<file path="config.mk">
export PLATFORM = sky130hd
export DESIGN_NAME = mix_add_char_unit
export DESIGN_NICKNAME = d
export VERILOG_FILES = /design/src/rtl/mix_pkg.sv /design/src/rtl/mix_bin2char.sv /design/src/rtl/mix_add_char_unit.sv
export SDC_FILE = /design/constraint.sdc
export NUM_CORES = 1
export LEC_CHECK = 0
export ABC_CLOCK_PERIOD_IN_PS = 11300
export CAP_MARGIN = 10
export CELL_PAD_IN_SITES_DETAIL_PLACEMENT = 1
export CELL_PAD_IN_SITES_GLOBAL_PLACEMENT = 1
export CORE_MARGIN = 1.5
export CORE_UTILIZATION = 43
export CTS_CLUSTER_SIZE = 30
export DETAILED_ROUTE_END_ITERATION = 8
export PLACE_DENSITY_LB_ADDON = 0.1
export SLEW_MARGIN = 20
export SYNTH_ARGS = -nofsm -noshare
export SYNTH_HDL_FRONTEND = slang
export SYNTH_HIERARCHICAL = 1
export SYNTH_SLANG_ARGS = --single-unit
export TNS_END_PERCENT = 5
</file>
<file path="constraint.sdc">
create_clock -name clk -period 11.3 [get_ports clk]
set_input_delay 2.26 -clock clk [delete_from_list [all_inputs] [get_ports clk]]
set_output_delay 2.26 -clock clk [all_outputs]
set_load 0.03 [all_outputs]
</file>
<file path="src/rtl/mix_pkg.sv">
// Shared MIX word layout, CHAR digit constants and sign-magnitude helpers.
package mix_pkg;

  localparam int unsigned WORD_W    = 31;
  localparam int unsigned MAG_W     = 30;
  localparam int unsigned SIGN_BIT  = 30;
  localparam int unsigned ZERO_CODE = 30;
  localparam int unsigned DIGITS    = 10;
  localparam int unsigned BCD_W     = 4 * DIGITS;
  localparam int unsigned CODE_W    = 6;
  localparam int unsigned CNT_W     = 5;

  typedef enum logic {
    CV_IDLE,
    CV_RUN
  } cv_state_e;

  function automatic logic sign(input logic [WORD_W-1:0] w);
    return w[SIGN_BIT];
  endfunction

  function automatic logic [MAG_W-1:0] mag(input logic [WORD_W-1:0] w);
    return w[MAG_W-1:0];
  endfunction

endpackage

</file>
<file path="src/rtl/mix_bin2char.sv">
// Sequential double-dabble converter: 30-bit magnitude to ten MIX digit codes,
// one input bit per clock.
module mix_bin2char
  import mix_pkg::*;
(
  input  logic                     clk,
  input  logic                     reset,
  input  logic                     start_i,
  input  logic [MAG_W-1:0]         bin_i,
  output logic                     busy_o,
  output logic                     done_o,
  output logic [CODE_W*DIGITS-1:0] codes_o
);

  cv_state_e                 state_q;
  logic [MAG_W-1:0]          bin_q;
  logic [BCD_W-1:0]          bcd_q;
  logic [BCD_W-1:0]          bcd_adj;
  logic [BCD_W-1:0]          bcd_d;
  logic [CNT_W-1:0]          cnt_q;
  logic                      done_q;
  logic [CODE_W*DIGITS-1:0]  codes_q;
  logic [CODE_W*DIGITS-1:0]  codes_d;

  // Add-3 correction on every digit >= 5, then shift in the next binary MSB.
  always_comb begin
    bcd_adj = bcd_q;
    for (int unsigned i = 0; i < DIGITS; i++) begin
      if (bcd_q[4*i +: 4] >= 4'd5)
        bcd_adj[4*i +: 4] = bcd_q[4*i +: 4] + 4'd3;
    end
    bcd_d = {bcd_adj[BCD_W-2:0], bin_q[MAG_W-1]};
    codes_d = '0;
    for (int unsigned i = 0; i < DIGITS; i++)
      codes_d[CODE_W*i +: CODE_W] = CODE_W'(ZERO_CODE) + {2'b00, bcd_d[4*i +: 4]};
  end

  always_ff @(posedge clk) begin
    if (reset) begin
      state_q <= CV_IDLE;
      bin_q   <= '0;
      bcd_q   <= '0;
      cnt_q   <= '0;
      done_q  <= 1'b0;
      codes_q <= '0;
    end else begin
      done_q <= 1'b0;
      case (state_q)
        CV_IDLE: begin
          if (start_i) begin
            bin_q   <= bin_i;
            bcd_q   <= '0;
            cnt_q   <= '0;
            state_q <= CV_RUN;
          end
        end
        CV_RUN: begin
          bin_q <= {bin_q[MAG_W-2:0], 1'b0};
          bcd_q <= bcd_d;
          cnt_q <= cnt_q + CNT_W'(1);
          // Final iteration publishes its own result directly, so done lands one cycle later.
          if (cnt_q == CNT_W'(MAG_W - 1)) begin
            state_q <= CV_IDLE;
            done_q  <= 1'b1;
            codes_q <= codes_d;
          end
        end
        default: state_q <= CV_IDLE;
      endcase
    end
  end

  assign busy_o  = (state_q == CV_RUN);
  assign done_o  = done_q;
  assign codes_o = codes_q;

endmodule

</file>
<file path="src/rtl/mix_add_char_unit.sv">
// MIX execution unit: sign-magnitude ADD with overflow and the CHAR
// binary-to-character conversion, operating independently.
module mix_add_char_unit
  import mix_pkg::*;
(
  input  logic                     clk,
  input  logic                     reset,
  input  logic                     add_start,
  input  logic [WORD_W-1:0]        add_in1,
  input  logic [WORD_W-1:0]        add_in2,
  output logic                     add_done,
  output logic [WORD_W-1:0]        add_out,
  output logic                     add_ovf,
  input  logic                     char_start,
  input  logic [MAG_W-1:0]         char_in,
  output logic                     char_busy,
  output logic                     char_done,
  output logic [CODE_W*DIGITS-1:0] char_out
);

  logic             add_done_q;
  logic             s1, s2;
  logic [MAG_W-1:0] m1, m2;
  logic [MAG_W:0]   sum;

  always_ff @(posedge clk) begin
    if (reset) add_done_q <= 1'b0;
    else       add_done_q <= add_start;
  end

  // Operands arrive in the done cycle, so the result is purely combinational.
  always_comb begin
    s1      = sign(add_in1);
    s2      = sign(add_in2);
    m1      = mag(add_in1);
    m2      = mag(add_in2);
    sum     = {1'b0, m1} + {1'b0, m2};
    add_ovf = 1'b0;
    if (s1 == s2) begin
      add_out = {s1, sum[MAG_W-1:0]};
      add_ovf = sum[MAG_W];
    end else if (m1 >= m2) begin
      add_out = {s1, m1 - m2};
    end else begin
      add_out = {s2, m2 - m1};
    end
  end

  assign add_done = add_done_q;

  mix_bin2char u_bin2char (
    .clk     (clk),
    .reset   (reset),
    .start_i (char_start),
    .bin_i   (char_in),
    .busy_o  (char_busy),
    .done_o  (char_done),
    .codes_o (char_out)
  );

endmodule

</file>
Word level (Yosys, flattened, before mapping) --
Cells that the tools add are included.
Word-level totals: bits in registers 138, bits of input ports 96, word-level logic and storage cells 71, output and inout bits 95
Cells by class: reduce and logical (&&, ||, !) cells 2, bitwise gates (word level) 1, order comparisons 11, muxes and demuxes 23, add/sub/neg operators 24, equal/unequal tests 3
Operator list (number):
- $pmux W40 S2 | 1
- $mux W31 | 2
- $add A5 B4 Y6 const A | 10
- $pmux W30 S2 | 1
- $sub A30 B30 Y30 | 2
- $ge A4 B3 Y1 const B | 10
- $mux W40 | 1
- $add A4 B2 Y4 const B | 9
- $mux W4 | 9
- $add A30 B30 Y31 | 1
- $ge A30 B30 Y1 | 1
- $mux W30 | 1
- $pmux W5 S2 | 1
- $add A5 B1 Y5 const B | 1
- $eq A5 B5 Y1 const B | 1
- $mux W5 | 1
- $mux W1 | 4
- $add A3 B2 Y3 const B | 1
- $mux W3 | 1
- $ne A2 B2 Y1 const B | 1
- $pmux W1 S2 | 1
- $reduce_and A2 Y1 | 1
- $reduce_or A2 Y1 | 1
- $eq A1 B1 Y1 | 1
- $not A1 Y1 | 1

Depth between registers and ports, before layout --
depth in word-level cells 3, gate-level depth with buffers 15, depth with buffers taken out 13

Modules after synthesis --
The synthesis kept the hierarchy.
Modules (own cells, without submodules):
- mix_bin2char | cells each 724, seq. area each 2742.6 um^2, area each 6367.4 um^2, times used 1
- mix_add_char_unit | cells each 713, seq. area each 20.0 um^2, area each 4852.2 um^2, times used 1

Worst setup path after synthesis --
No wires, ideal clock.
path kind input-to-output, start input add_in1[13], end output add_out[12], arrival 4.892 ns, setup slack 4.148 ns, required time 9.040 ns, cell stages on the path 13, cell sequence inv_1 ha_1 buf_4 a21oi_1 o21ai_0 or3_1 a21oi_1 o21a_2 buf_6 mux2_1 a31oi_1 mux2i_1 xnor2_1
On the way: longest elaborated chain between the ends 3
RTL lines:
- start, declared | RTL line mix_add_char_unit.sv:9 | input logic [WORD_W-1:0] add_in1,
- $ge A30 B30 Y1 | RTL line mix_add_char_unit.sv:42 | end else if (m1 >= m2) begin
- $mux W31 | RTL line mix_add_char_unit.sv:42
- $mux W31 | RTL line mix_add_char_unit.sv:39 | if (s1 == s2) begin
- end, declared | RTL line mix_add_char_unit.sv:12 | output logic [WORD_W-1:0] add_out,
No other way between the ends.

Final worst setup path --
start input add_in1[15], end output add_out[28]
On the way: longest elaborated chain between the ends 3
RTL lines:
- $sub A30 B30 Y30 (tied with other cells) | RTL line mix_add_char_unit.sv:45 | add_out = {s2, m2 - m1};
- $mux W31 | RTL line mix_add_char_unit.sv:42
- $mux W31 (*) | RTL line mix_add_char_unit.sv:39
Mark *: on every way between the ends. The rest lies on a longest branch, timed or not.

==> summary.txt <==
Final #Nets - 1802
total CTS buffers - 17
Final min period - 9170 ps
final WL - 32900 µm
max cap viols - 0
via count - 10600
grt total ovfl - 0
vias in the first global route - 10600
first-pass GRT wire length - 53200 µm
Crit Path Category - in2out
Synth Flop Type - dfxtp_1
unrepaired setup endpoints after global routing - no
post-synthesis mux area share - 0.0707
Vias/cell - 5.52
fraction of registers with async set/reset - 0
Total Power - 0.00159 W
Crit Path Max Fanout - 28
Slew headroom - 0.320
Synth Area in XOR/XNOR - 0.0383
full die area - 27100 µm²
launch point of the worst path - add_in1[15]
Yosys cell types - 80
initial core utilization - 0.442
Mapped Cells - 1437
Post-CTS Setup Inserts - 0
area delta synth->final - 23.2%
Rows - 58
Post-DP HPWL - 24500 µm
RePlAce Congestion - 0.920
Syn Area/Cell - 7.81 µm²
Post-synth EDFFs - 0
leakage - 5.84 nW
arrival time worst endpoint - 6910 ps
HP Start - u_bin2char/codes_o[36]$_SDFFE_PP0P_
adder-cell share of the synthesized area - 0.150
Reg power frac - 0.317
wire length per cell - 17.1 µm
Root Buffer - clkbuf_16
clock slew at reported path FFs - 60 ps
PortBufs - 190
hold crit path type - reg2reg
setup_tns - 0 ps
Simple-Gate Fraction of Synth Area - 0.188
reg2reg setup slack - 8790 ps
Max Fclk - 109 MHz
Final Setup Violations - 0
initial antenna violation count - 1
core box area - 25400 µm²
Max Root-Sink Buffers - 2
compound-cell area share of the yosys netlist - 0.225
clock sinks - 138
gr usage total - 0.242
Syn. warnings - 6
Hold Path Stages - 2
Critical Path RT - 9040 ps
CTS resizes - 0
Detailed Routing Iterations Pass 1 - 5
DRT iter0 DRCs - 585
NetSw - 0.000531 W
Die X-Extent - 165 µm
pwr dens - 115 nW/µm²
clk_lat worst skew - 420 ps
sequential share of the synthesized area - 0.246
drt drc - 0
power share of the clock group - 0.368
IO Count - 191
non-filler cells, final - 1916
post-synth net total - 1666
internal power - 0.00106 W
largest family of logic cells by synthesized area - compound AO/OA/AOI/OAI gates
Final Skew - 14.7 ps
crit share post-route - 0.811
largest net degree at the start of global routing - 81
Routed Antenna Nets - 0
Reg2Reg Depth - 6
antenna cells - 0
DP Cell Count - 1884
maximum vdd drop - 0.0872 mV
outcome - completed
Net Sw Frac - 0.334
fraction of power consumed by combinational cells - 0.315
layout cells sized above 1 - 0.0656
max-slew violations - 0
CP Capture Type - output port
hold endpoint - u_bin2char/codes_o[36]$_SDFFE_PP0P_
# H-tree levels - 4
die height - 165 µm
Worst-Margin Slew - 1010 ps
CTS tree - built
Yosys reg bits - 138
FF-to-FF End - u_bin2char/codes_o[58]$_SDFFE_PP0P_
Netlist Area Pre-Place - 11200 µm²
CP Launch Type - input port
final hold violations - 0
hold bufs inserted after CTS - 0
Worst R2R Start - u_bin2char/busy_o$_SDFF_PP0_
==> through the flow <==
stage	hold slack, ps	instance area (µm²)	setup WS [ps]	utilization
floorplan	454	11200	4150	-
global placement	432	13200	2330	0.520
detailed placement	441	13200	2220	0.520
CTS	456	13800	2210	0.544
global route	463	13800	1900	0.544
finish	452	13800	2130	0.544
==> cells in the mapped netlist (3+ instances only) <==
library cell | count | share of area
clkbuf_1 | 40 | 0.013
a41oi_1 | 3 | 0.0023
o21ba_2 | 3 | 0.0027
ha_1 | 130 | 0.14
a211o_1 | 3 | 0.0023
xor2_1 | 12 | 0.0094
nor4_1 | 6 | 0.0033
a21oi_1 | 177 | 0.079
nand3b_1 | 3 | 0.0020
o21ai_0 | 76 | 0.034
dfxtp_1 | 138 | 0.25
buf_1 | 6 | 0.0020
mux2_2 | 24 | 0.024
nor3_1 | 34 | 0.015
or3_1 | 15 | 0.0084
a221oi_1 | 3 | 0.0023
a21o_1 | 24 | 0.016
a31oi_1 | 13 | 0.0072
mux2i_1 | 50 | 0.045
nor2_4 | 9 | 0.0090
buf_6 | 5 | 0.0050
buf_2 | 17 | 0.0076
a32o_1 | 10 | 0.0089
nor2b_1 | 10 | 0.0056
nor3b_1 | 36 | 0.024
fa_1 | 3 | 0.0054
nand2b_1 | 32 | 0.018
nor2_1 | 168 | 0.056
nand2_1 | 79 | 0.026
inv_1 | 130 | 0.043
o21bai_1 | 15 | 0.010
nand3_1 | 16 | 0.0071
o21a_1 | 5 | 0.0033
a22o_1 | 8 | 0.0062
buf_4 | 11 | 0.0074
a211oi_1 | 7 | 0.0047
xnor2_1 | 37 | 0.029
o211ai_1 | 9 | 0.0060
nand4_1 | 3 | 0.0017
o21ai_1 | 11 | 0.0049
o31a_1 | 5 | 0.0039
==> how the worst max path moves through the flow <==
stage	end	slack, ps	cells past startpoint
floorplan	add_out[12]	4150	13
finish	add_out[28]	2130	15
global placement	add_out[28]	2330	15
global route	add_out[28]	1900	15
detailed placement	add_out[28]	2220	15
CTS	add_out[28]	2210	15
==> worst max-delay path, cell delays in order <==
cell             delay, ps
clkdlybuf4s50_1        550
inv_1                   70
ha_1                   500
a211oi_2               320
o21bai_1               150
or3_1                  360
a21oi_1                130
o21a_2                 500
buf_4                  430
mux2_1                 370
a31oi_1                220
nor3_1                 100
o22ai_2                110
xnor2_1                130
clkdlybuf4s50_1        690
==> routing by layer <==
metal | global-route usage | up-vias | share of wire
met4 | 0.0500 | 2 | 0.0079
met5 | 0 | - | 0.00040
met3 | 0.0432 | 23 | 0.051
li1 | - | 5208 | -
met1 | 0.344 | 5130 | 0.50
met2 | 0.381 | 221 | 0.44
==> cell usage in the layout, fill, tap and decap left out, types with 15 or more instances in the layout <==
cell type and count:
or3_1 15, mux2_2 24, xnor2_1 37, nor3b_1 36, a21oi_1 177, nand2b_1 32, nand2_1 79, clkdlybuf4s50_1 188
nand3_1 16, a21o_1 24, dfxtp_1 137, inv_1 130, nor2_1 168, nor3_1 34, o21ai_0 76, ha_1 130
mux2i_1 50, o21bai_1 15, clkbuf_16 17
==> cell families (layout without fill, tap and decap cells) <==
group                    Yosys count  in the layout
adder cells (fa/ha/maj)          133            133
flip-flops                       138            138
AND/OR/NAND/NOR                  425            425
buffers and inverters            212            361
XOR/XNOR                          49             49
AO/OA/AOI/OAI                    404            404
multiplexers                      76             76
==> power groups by stage <==
stage / Combinational, W / Sequential (W) / Clock (W)
floorplan: 0.000329 / 0.000509 / 0
global placement: 0.000490 / 0.000514 / 0
detailed placement: 0.000496 / 0.000514 / 0
CTS: 0.000499 / 0.000503 / 0.000596
global route: 0.000540 / 0.000505 / 0.000620
finish: 0.000501 / 0.000503 / 0.000586
==> cell type report <==
class / instances / area, µm²
multi-input combinational: 1087 / 7580
clock inverter: 12 / 160
sequential: 138 / 2770
tap: 330 / 413
inverter: 131 / 492
timing repair buffer: 198 / 1950
clock buffer: 20 / 457
fill: 3151 / 11600
==> sequential cells by signal, summed over array words and instances, names as in the netlist <==
signal,count
u_bin2char/codes_o,60
u_bin2char/done_o,1
u_bin2char/bcd_q,40
u_bin2char/cnt_q,5
u_bin2char/busy_o,1
u_bin2char/bin_q,30
add_done,1
No activity file was read; power rests on OpenSTA's default activity.
